==> src/rtl/seg_reader.sv <==
// Receive side of the multiplexed seven-segment bus: debounces each scan slot and
// decodes the active-low glyph back into a hex nibble per digit position.
module seg_reader #(
    parameter int DIGITS        = 6,
    parameter int STABLE_CYCLES = 3
) (
    input  logic                  clk,
    input  logic                  reset_n,
    input  logic [6:0]            seg_in,
    input  logic [DIGITS-1:0]     dig_sel,
    output logic [4*DIGITS-1:0]   value,
    output logic [DIGITS-1:0]     digit_valid,
    output logic [DIGITS-1:0]     err,
    output logic                  update,
    output logic [2:0]            upd_idx
);

    localparam int CNT_W = $clog2(STABLE_CYCLES + 1);

    typedef enum logic { WAIT, CAPTURED } state_t;
    typedef enum logic [1:0] { GLYPH, BLANK, ILLEGAL } kind_t;

    typedef struct packed {
        logic [DIGITS-1:0] sel;
        logic [6:0]        seg;
    } sample_t;

    typedef struct packed {
        kind_t      kind;
        logic [3:0] nib;
    } decode_t;

    function automatic decode_t decode(input logic [6:0] s);
        decode_t d;
        d.kind = GLYPH;
        d.nib  = 4'h0;
        case (s)
            7'b1000000: d.nib = 4'h0;
            7'b1111001: d.nib = 4'h1;
            7'b0100100: d.nib = 4'h2;
            7'b0110000: d.nib = 4'h3;
            7'b0011001: d.nib = 4'h4;
            7'b0010010: d.nib = 4'h5;
            7'b0000010: d.nib = 4'h6;
            7'b1111000: d.nib = 4'h7;
            7'b0000000: d.nib = 4'h8;
            7'b0010000: d.nib = 4'h9;
            7'b0001000: d.nib = 4'hA;
            7'b0000011: d.nib = 4'hB;
            7'b1000110: d.nib = 4'hC;
            7'b0100001: d.nib = 4'hD;
            7'b0000110: d.nib = 4'hE;
            7'b0001110: d.nib = 4'hF;
            7'b1111111: d.kind = BLANK;
            default:    d.kind = ILLEGAL;
        endcase
        return d;
    endfunction

    state_t             state;
    sample_t            held;
    sample_t            cur;
    logic [CNT_W-1:0]   cnt;
    logic               onehot;
    logic               match;
    logic [2:0]         sel_idx;
    decode_t            dec;

    // NOTE: every always_comb output gets a default before any conditional
    // assignment, otherwise a path that skips it infers a latch.
    always_comb begin
        cur     = '{sel: dig_sel, seg: seg_in};
        onehot  = $onehot(dig_sel);
        match   = (cur == held);
        dec     = decode(seg_in);
        sel_idx = '0;
        for (int k = 0; k < DIGITS; k++) begin
            if (dig_sel[k]) sel_idx = 3'(k);
        end
    end

    // NOTE: sequential state uses non-blocking assignments only, so every
    // register sees the pre-edge values of the others regardless of order.
    always_ff @(posedge clk or negedge reset_n) begin
        if (!reset_n) begin
            state       <= WAIT;
            held        <= '0;
            cnt         <= '0;
            value       <= '0;
            digit_valid <= '0;
            err         <= '0;
            update      <= 1'b0;
            upd_idx     <= '0;
        end else begin
            update <= 1'b0;
            if (!match || !onehot) begin
                // A new or malformed sample restarts the stability window.
                held  <= cur;
                cnt   <= onehot ? CNT_W'(1) : '0;
                state <= WAIT;
            end else begin
                if (cnt != CNT_W'(STABLE_CYCLES)) cnt <= cnt + CNT_W'(1);
                if (state == WAIT && cnt == CNT_W'(STABLE_CYCLES - 1)) begin
                    state   <= CAPTURED;
                    update  <= 1'b1;
                    upd_idx <= sel_idx;
                    for (int k = 0; k < DIGITS; k++) begin
                        if (dig_sel[k]) begin
                            case (dec.kind)
                                GLYPH: begin
                                    value[4*k +: 4] <= dec.nib;
                                    digit_valid[k]  <= 1'b1;
                                    err[k]          <= 1'b0;
                                end
                                BLANK: begin
                                    value[4*k +: 4] <= 4'h0;
                                    digit_valid[k]  <= 1'b0;
                                    err[k]          <= 1'b0;
                                end
                                default: begin
                                    // Illegal glyph keeps the last good nibble.
                                    digit_valid[k]  <= 1'b0;
                                    err[k]          <= 1'b1;
                                end
                            endcase
                        end
                    end
                end
            end
        end
    end

endmodule

==> config.mk <==
export PLATFORM = sky130hd
export DESIGN_NAME = seg_reader
export DESIGN_NICKNAME = d
export VERILOG_FILES = /design/src/rtl/seg_reader.sv
export SDC_FILE = /design/constraint.sdc
export NUM_CORES = 1
export LEC_CHECK = 0
export CAP_MARGIN = 20
export CORE_MARGIN = 10
export CORE_UTILIZATION = 53
export CTS_CLUSTER_DIAMETER = 40
export DETAILED_ROUTE_END_ITERATION = 10
export GPL_TIMING_DRIVEN = 0
export PLACE_DENSITY = 0.79
export RECOVER_POWER = 25
export SLEW_MARGIN = 15
export SYNTH_ARGS = -nofsm -noshare
export SYNTH_HDL_FRONTEND = slang
export SYNTH_SLANG_ARGS = --single-unit
==> constraint.sdc <==
create_clock -name clk -period 2.5 [get_ports clk]
set_clock_uncertainty 0.2 [all_clocks]
set_input_delay 0.5 -clock clk [delete_from_list [all_inputs] [get_ports clk]]
set_output_delay 0.5 -clock clk [all_outputs]
set_load 0.01 [all_outputs]
==> results.toml, run 1 <==
[run_status]
status = "finished, violations left"
violations = "setup timing"

[placement]
dp_cells = 454
dpl.hpwl_um = 6390
place_area_um2 = 4090
gp_congestion = 0.862
io_buffers = 53

[floorplan]
die_w_um = 99.7
num_rows = 28
dieArea_um2 = 9940
initial_core_util_pct = 55.6
die_h_um = 99.7
coreArea_um2 = 6060
ios = 55

[logic_synthesis]
synth_warnings = 0
netlist_area_um2 = 3370
synth-seq-cells = 56
yosysSeqAreaShare_pct = 41.6
syn_area_per_cell_um2 = 10.3
synth_area_leader_cell = "dfrtp_1"
syn_nets = 347
netlist_top_cells_area = "dfrtp_1, nand4_1, o32ai_1"
yosys.cell_types.count = 59
ys_async_sr_fraction_pct = 100
synth_cells = 326
yosys.area.top_type_share_pct = 41.6
synth_edf_count = 0
ys.flop_type = "dfrtp_1"

[sta]
min_period_ns = 3.59
worst_slew_pin_slew_ns = 1.37
setup_viol = 43
clock.fmax_mhz = 278
final_max_slew_viol_count = 0
final.setup.tns_ns = -40.13
fin_crit_sh_pct = 144
hold_viol = 0
max-slew-margin-rel_pct = 8.89
rsz0062_at_grt = "yes"
setup_slack_ns = -1.09

[final_layout]
antenna-diode-count = 0
drive_gt1_share_pct = 29.2
area_growth_pct = 38.2
mostFrequentLayoutCell = "dfrtp_1"
fillers = 390
final_nets = 428
layout.cells.non_filler = 483
mostFrequentLayoutCells = "dfrtp_1, clkdlybuf4s50_1, nand4_1"
final_util_pct = 76.8
final_design_area_no_fill_um2 = 4660

[critical_path]
path_class = "input pin to flip-flop"
max_stage_delay_ns = 0.49
slowest_stage = "fa_1"
critical_path.most_common_cell = "fa_1"
required_ns = 2.51
cp_cell_sequence = "buf_12 > inv_4 > fa_1 > fa_1 > inv_1 > ha_2 > fa_1 > nor3b_4 > buf_6 > buf_6 > nand4_1 > or4_4 > o21ai_2 > o21ai_1"
end_kind = "flip-flop"
startpoint_type = "input pin"
crit_fanout = 4
worstPathArrival_ns = 3.60

[clock_tree]
clock_path_buffers = 2
ctsHtreeMaxLevel = 2
clock_latency_ns = 0.31
cts_tree = "done"
numCtsBuffers = 5
cts_root_buf = "clkbuf_8"
cts.reportedPaths.clkPinSlew_ns = 0.11
clkSinkCount = 56
hold_buffers = 0

[global_route]
grt_pass1_vias = 3093
grt_use_total_pct = 18.9
overflow = 0
met2_usage_pct = 31.0
grt_pass1_wl_um = 15800
grt_use_met3_pct = 4.98
antenna_found_initial = 0
grt_max_degree = 57
grt_busiest_layer = "met2"
grt_use_met1_pct = 23.0

[job]
cap_viol_max_count = 0

[drt]
dr.first_iter.drc_count = 259
via_per_inst = 6.41
ant_nets = 0
drc = 0
wl_per_cell_um = 20.0
vias = 3098
wl_um = 9660
dr.pass1.iters = 7

[power]
power_switching_uw = 529
power_density_nw_per_um2 = 431
clkPwrFrac_pct = 35.7
vdd_drop_max_uv = 345
combPwrFrac_pct = 17.8
p_leak_uw = 0.00202
p_int_uw = 1480
switching_share_pct = 26.4
p_seq_share_pct = 46.5

[min_path]
min_path_type = "input pin to flip-flop"
==> per-layer routing <==
metal	vias to the layer above	part of all wire [%]
li1	1401	-
met1	1511	40
met2	155	49
met3	31	8.5
met4	0	2.4
met5	-	0
==> power by group through the flow <==
stage	logic, µW	clock network [µW]	registers, µW
after detailed placement	287	0	949
after global routing	387	768	933
final	357	716	931
after global placement	276	0	948
after CTS	346	719	931
after floorplan	193	0	948
==> path summary, 6_finish.rpt <==
check                                  to  slack, ns  depth (start not counted)           start
max                             value[14]      -1.09                         14      dig_sel[1]
min                              value[1]       0.19                          2      dig_sel[0]
max reg2reg                        err[3]       0.16                          6        held[12]
min reg2reg                digit_valid[2]       0.32                          1  digit_valid[2]
max in group asynchronous         held[4]       0.98                          1         reset_n
min in group asynchronous       value[23]       0.28                          1         reset_n
==> critical path, delay by kind of cell <==
kind | cells | cell delay [ns]
adder cells (fa/ha/maj) | 4 | 1.63
AND/OR/NAND/NOR | 3 | 0.86
buffers and inverters | 5 | 0.39
AO/OA/AOI/OAI | 2 | 0.23
==> synth_stat cells (2+ instances only) <==
library cell and number:
xnor2_2 2, nand2_1 7, buf_6 3, a31oi_1 14, mux2_2 5, o21ai_0 12
dfrtp_1 56, o211ai_1 2, o21ai_1 3, nand3_2 5, nor3_1 2, inv_1 10
and2_1 2, nor4b_1 2, xnor2_1 9, a21oi_1 17, nand4_1 31, nand3_1 10
nor2_1 11, o32ai_1 12, and3_1 3, a32o_1 2, xnor2_4 2, and3b_1 8
fa_1 3, buf_2 13, and4_1 3, nand2b_1 8, nor4_2 4, nand3_4 2
clkbuf_1 21, nand4_4 2, or4_1 2, ha_1 3, mux2_1 8, nor4_1 3
xor2_1 2
==> sequential cells by signal, summed over array words and instances (netlist names) <==
signal / cells
value: 24
state: 1
digit_valid: 6
held: 13
cnt: 2
err: 6
update: 1
upd_idx: 3
==> metrics by stage <==
stage	worst slack (ns)	power, µW	hold WS, ns
2_1_floorplan	-1.22	1140	0.00441
3_3_place_gp	-2.16	1220	0.277
3_5_place_dp	-2.23	1240	0.281
4_1_cts	-1.07	2000	0.0528
5_1_grt	-1.21	2090	0.176
6_report	-1.09	2000	0.190
==> logic make-up after synthesis <==
family,count (synthesis),share of synthesized area [%]
adder cells (fa/ha/maj),6,2.90
flip-flops,56,41.6
AO/OA/AOI/OAI,74,14.7
buffers and inverters,48,6.61
XOR/XNOR,15,5.46
AND/OR/NAND/NOR,114,24.4
multiplexers,13,4.35
==> what timing repair did <==
action	in CTS	in global routing
setup endpoints to repair	43	43
pin swaps	26	4
endpoints found under the hold margin	0	0
gates resized for setup	64	20
setup buffers	20	2
==> cell type report <==
cell class	instances	area, µm²	area share (%)
repair buffers	75	754	16.2
plain buffers	37	183	3.92
multi-input cells	222	2040	43.8
well taps	75	93.8	2.02
inverters	10	47.5	1.02
flip-flops and latches	56	1400	30.1
clock inverters	3	68.8	1.48
clock buffers	5	68.8	1.48
No activity file was read; power rests on OpenSTA's default activity.
==> run 2: changes to the inputs <==
==> constraint.sdc (replaced) <==
create_clock -name clk -period 2.5 [get_ports clk]
set_clock_uncertainty 0.2 [all_clocks]
set_input_delay 0.5 -clock clk [delete_from_list [all_inputs] [get_ports clk]]
set_output_delay 0.5 -clock clk [all_outputs]
set_load 0.02 [all_outputs]
==> results.toml, run 2 (synthesis gave the netlist of run 1 again) <==
[sta]
final_max_slew_viol_count = 0
fin_crit_sh_pct = 146
clock.fmax_mhz = 274
max-slew-margin-rel_pct = 6.56
min_period_ns = 3.65
setup_viol = 43
hold_viol = 0
worst_slew_pin_slew_ns = 1.40
setup_slack_ns = -1.15
rsz0062_at_grt = "yes"

[placement]
dp_worst_setup_slack_ns = -2.26
place_area_um2 = 4090
dp_cells = 454
gp_congestion = 0.845
io_buffers = 53
dpl.hpwl_um = 6310

[min_path]
min_path_type = "input pin to flip-flop"
whs_endpoint = "held[8]"
min_delay_path_depth = 2
min_from = "dig_sel[1]"

[final_layout]
area_growth_pct = 35.0
layout.cells.non_filler = 484
regMostFlops = "value"
largestRegisters = "value (24), held (13)"
final_util_pct = 75.0
final_design_area_no_fill_um2 = 4550
largest_register_ffs = 24
mostFrequentLayoutCells = "dfrtp_1, clkdlybuf4s50_1, nand4_1"
drive_gt1_share_pct = 26.9
final_nets = 429
mostFrequentLayoutCell = "dfrtp_1"
fillers = 398
antenna-diode-count = 0

[critical_path]
startpoint_type = "input pin"
r2r-end = "digit_valid[3]"
worstPathArrival_ns = 3.68
rr_worst_depth = 6
timing.rr.start = "held[12]"
path_class = "input pin to flip-flop"
required_ns = 2.53
r2r_setup_slack_ns = 0.16
end_kind = "flip-flop"
crit_fanout = 7

[global_route]
grt_use_total_pct = 19.0
grt_max_degree = 57
antenna_found_initial = 0
grt_pass1_vias = 3011
grt_pass1_wl_um = 15600
overflow = 0

[clock_tree]
cts.reportedPaths.clkPinSlew_ns = 0.10
clock_path_buffers = 2
cts_tree = "done"
hold_buffers = 0
ctsHtreeMaxLevel = 2
clkSinkCount = 56
clock_latency_ns = 0.32
numCtsBuffers = 5
cts_root_buf = "clkbuf_8"

[run_status]
status = "finished, violations left"
violations = "setup timing"

[floorplan]
die_w_um = 99.7
num_rows = 28
coreArea_um2 = 6060
ios = 55
dieArea_um2 = 9940
initial_core_util_pct = 55.6
die_h_um = 99.7

[power]
power_density_nw_per_um2 = 399
vdd_drop_max_uv = 350
p_leak_uw = 0.00198

[drt]
dr.pass1.iters = 5
via_per_inst = 6.34
wl_um = 9900
vias = 3067
dr.first_iter.drc_count = 289
drc = 0
ant_nets = 0
wl_per_cell_um = 20.5

[job]
cap_viol_max_count = 0
[run 2: cell types whose count changed in the layout (fill, tap and decap cells not counted), moves of 2 or more]
cell       delta
buf_4         +2
nand2b_4      -5
nand3_2       -4
nand2b_1      +5
nand3_1       +3
bufinv_16     -2
o32ai_2       -3
o32ai_1       +3
[run 2: power by group]
part / leakage [µW] / switching (µW) / internal [µW] / total, µW
clock network: 0.0000516 / 309 / 228 / 537
logic: 0.00117 / 205 / 142 / 346
registers: 0.000752 / 11.3 / 920 / 931
[run 2: layout make-up]
type | instances | area (µm²) | share of cell area [%]
Multi-Input combinational cell | 222 | 1970 | 43.3
Sequential cell | 56 | 1400 | 30.8
Timing Repair Buffer | 76 | 758 | 16.7
Buffer | 37 | 183 | 4.02
Tap cell | 75 | 93.8 | 2.06
Clock buffer | 6 | 82.6 | 1.82
Inverter | 10 | 45.0 | 0.991
Clock inverter | 2 | 13.8 | 0.303
[run 2: worst max path at each step]
stage                     depth (start not counted)  slack, ns          to  startpoint
after floorplan                                  12      -1.22  upd_idx[1]  dig_sel[3]
after detailed placement                         13      -2.26  upd_idx[1]  dig_sel[3]
after CTS                                        13      -1.06   value[18]  dig_sel[3]
after global routing                             15      -1.25   value[16]  dig_sel[3]
final                                            15      -1.15    value[5]  dig_sel[3]
after global placement                           13      -2.15  upd_idx[1]  dig_sel[3]
[run 2: metrics by stage]
| step | power [µW] | TNS, ns | hold slack (ns) |
|---|---|---|---|
| 2_1_floorplan | 1140 | -42.87 | 0.00441 |
| 3_3_place_gp | 1230 | -140.20 | 0.277 |
| 3_5_place_dp | 1240 | -89.88 | 0.287 |
| 4_1_cts | 1800 | -39.34 | 0.0568 |
| 5_1_grt | 1890 | -46.72 | 0.205 |
| 6_report | 1810 | -42.90 | 0.202 |
[run 2: critical path, cell delays in order]
cell     delay, ns
buf_12        0.09
inv_8         0.03
fa_1          0.51
fa_1          0.52
inv_1         0.05
ha_2          0.18
fa_1          0.48
nor3b_4       0.24
buf_6         0.13
buf_4         0.12
nand4_1       0.14
nor4_4        0.18
buf_4         0.20
o32ai_1       0.11
a31oi_1       0.19
[run 2: repair_timing]
| action | in CTS | in global routing |
|---|---|---|
| buffers inserted | 21 | 5 |
| endpoints found under the setup margin | 43 | 43 |
| pin swaps | 18 | 8 |
| resized for setup | 57 | 18 |
[run 2: per-layer routing]
metal | part of all wire [%] | vias to the layer above | track usage [%]
met3 | 7.2 | 20 | 5.26
met5 | 0 | - | 0
li1 | - | 1397 | -
met1 | 40 | 1528 | 22.9
met2 | 51 | 122 | 32.6
met4 | 1.8 | 0 | 4.85
==> run 3: changes to the inputs <==
--- a/config.mk
+++ b/config.mk
@@ -6,13 +6,13 @@
 export NUM_CORES = 1
 export LEC_CHECK = 0
 export CAP_MARGIN = 20
-export CORE_MARGIN = 10
-export CORE_UTILIZATION = 53
+export CORE_UTILIZATION = 51
 export CTS_CLUSTER_DIAMETER = 40
 export DETAILED_ROUTE_END_ITERATION = 10
 export GPL_TIMING_DRIVEN = 0
-export PLACE_DENSITY = 0.79
+export PLACE_DENSITY = 0.77
 export RECOVER_POWER = 25
+export SETUP_SLACK_MARGIN = 0.05
 export SLEW_MARGIN = 15
 export SYNTH_ARGS = -nofsm -noshare
 export SYNTH_HDL_FRONTEND = slang
==> results.toml, run 3 (synthesis gave the netlist of run 1 again) <==
[floorplan]
coreArea_um2 = 6350
initial_core_util_pct = 53.0
die_w_um = 83.3
ios = 55
die_h_um = 83.3
dieArea_um2 = 6930
num_rows = 29

[critical_path]
crit_fanout = 7
max_stage_delay_ns = 0.53
worstPathArrival_ns = 3.61
slowest_stage = "fa_1"
r2r-end = "err[2]"
crit_family = "adder cells"
required_ns = 2.52
end_kind = "flip-flop"
path_class = "input pin to flip-flop"
r2r_setup_slack_ns = 0.10
worstSetupEndpoint = "err[2]"
cp.depth = 15
cp_num_buf_inv = 7
rr_worst_depth = 6
cp_cell_sequence = "buf_12 > inv_6 > fa_1 > fa_1 > inv_2 > ha_4 > fa_1 > nor3b_4 > buf_6 > buf_6 > and3b_1 > buf_6 > buf_12 > nand3_4 > mux2_4"
startpoint_type = "input pin"
critPathLaunch = "dig_sel[1]"
timing.rr.start = "held[0]"

[min_path]
min_path_type = "input pin to flip-flop"

[clock_tree]
numCtsBuffers = 5
cts.reportedPaths.clkPinSlew_ns = 0.11
clock_path_buffers = 2
clock_latency_ns = 0.33
cts_tree = "done"
clkSinkCount = 56
cts_root_buf = "clkbuf_8"
ctsHtreeMaxLevel = 2

[drt]
drc = 0
ant_nets = 0
via_per_inst = 6.34
dr.first_iter.drc_count = 247
dr.pass1.iters = 5
wl_um = 9380
wl_per_cell_um = 19.2
vias = 3098

[final_layout]
largest_register_ffs = 24
layout.cells.non_filler = 489
area_growth_pct = 38.9
final_nets = 432
mostFrequentLayoutCell = "dfrtp_1"
fillers = 421
drive_gt1_share_pct = 29.1
final_util_pct = 73.7
largestRegisters = "value (24), held (13)"
antenna-diode-count = 0
mostFrequentLayoutCells = "dfrtp_1, clkdlybuf4s50_1, nand4_1"
regMostFlops = "value"

[run_status]
status = "finished, violations left"
violations = "setup timing"

[global_route]
grt_max_degree = 57
overflow = 0
grt_use_total_pct = 27.8
grt_pass1_wl_um = 15300
antenna_found_initial = 0
grt_pass1_vias = 2979

[job]
cap_viol_max_count = 0

[sta]
final_max_slew_viol_count = 0
rsz0062_at_grt = "yes"
max-slew-margin-rel_pct = 7.21
clock.fmax_mhz = 279
worst_slew_pin_slew_ns = 1.39
setup_slack_ns = -1.08
min_period_ns = 3.58
fin_crit_sh_pct = 143
setup_viol = 43
hold_viol = 0

[placement]
dpl.hpwl_um = 5850
io_buffers = 53
gp_congestion = 0.915
dp_cells = 456

[power]
power_density_nw_per_um2 = 396
vdd_drop_max_uv = 316
p_leak_uw = 0.00202
-- run 3: changes by cell type in the layout (fill, tap and decap cells not counted), moves of 3 or more --
cell / delta
nand2b_1: -4
nand2b_4: +4
nand3_1: -4
nand3_2: +4
o21ai_1: +3
-- run 3: layer usage --
metal | track usage, % | wire (µm) | up-vias
met3 | 4.08 | 573 | 27
met1 | 37.3 | 3880 | 1534
li1 | - | - | 1398
met2 | 45.7 | 4680 | 139
met5 | 0 | 0 | -
met4 | 10.7 | 248 | 0
-- run 3: stage by stage --
stage          setup slack (ns)  power [µW]  setup TNS [ns]  hold slack [ns]  area, µm²
6_report                  -1.08        1850          -41.60            0.185       4680
5_1_grt                   -1.14        1910          -44.90            0.185       4680
4_1_cts                   -1.10        1820          -39.62           0.0406       4530
3_5_place_dp              -2.24        1230          -87.75            0.284       4100
3_3_place_gp              -2.15        1230         -137.07            0.277       4100
2_1_floorplan             -1.22        1140          -42.87          0.00441       3470
-- run 3: how the worst min path moves through the flow --
stage                    from  slack (ns)             end  cells past startpoint
2_1_floorplan         reset_n       0.004          cnt[0]                      0
3_3_place_gp           err[5]        0.28          err[5]                      1
3_5_place_dp   digit_valid[3]        0.28  digit_valid[3]                      1
4_1_cts               reset_n        0.04          err[3]                      1
5_1_grt            dig_sel[0]        0.19         held[7]                      2
6_report           dig_sel[0]        0.18         held[7]                      2
-- run 3: area by class of cell --
cell class                      count  area (µm²)  area share, %
Buffer                             37         183           3.90
Clock buffer                        6        82.6           1.77
Clock inverter                      2        13.8          0.294
Inverter                           10        50.0           1.07
Multi-Input combinational cell    222        2050           43.8
Sequential cell                    56        1400           30.0
Tap cell                           77        96.3           2.06
Timing Repair Buffer               79         803           17.2
-- run 3: repair_timing --
action	4_1_cts	5_1_grt
pin swaps	15	12
gates resized for setup	62	25
cloned	1	0
hold buffers	0	0
setup endpoints to repair	43	43
buffers inserted	20	6
-- run 3: power by group --
part           internal [µW]  switching [µW]  total, µW  leakage (µW)
clock network            228             318        546     0.0000516
registers                920            11.2        931      0.000752
logic                    163             214        376       0.00122
total                   1310             543       1850       0.00202
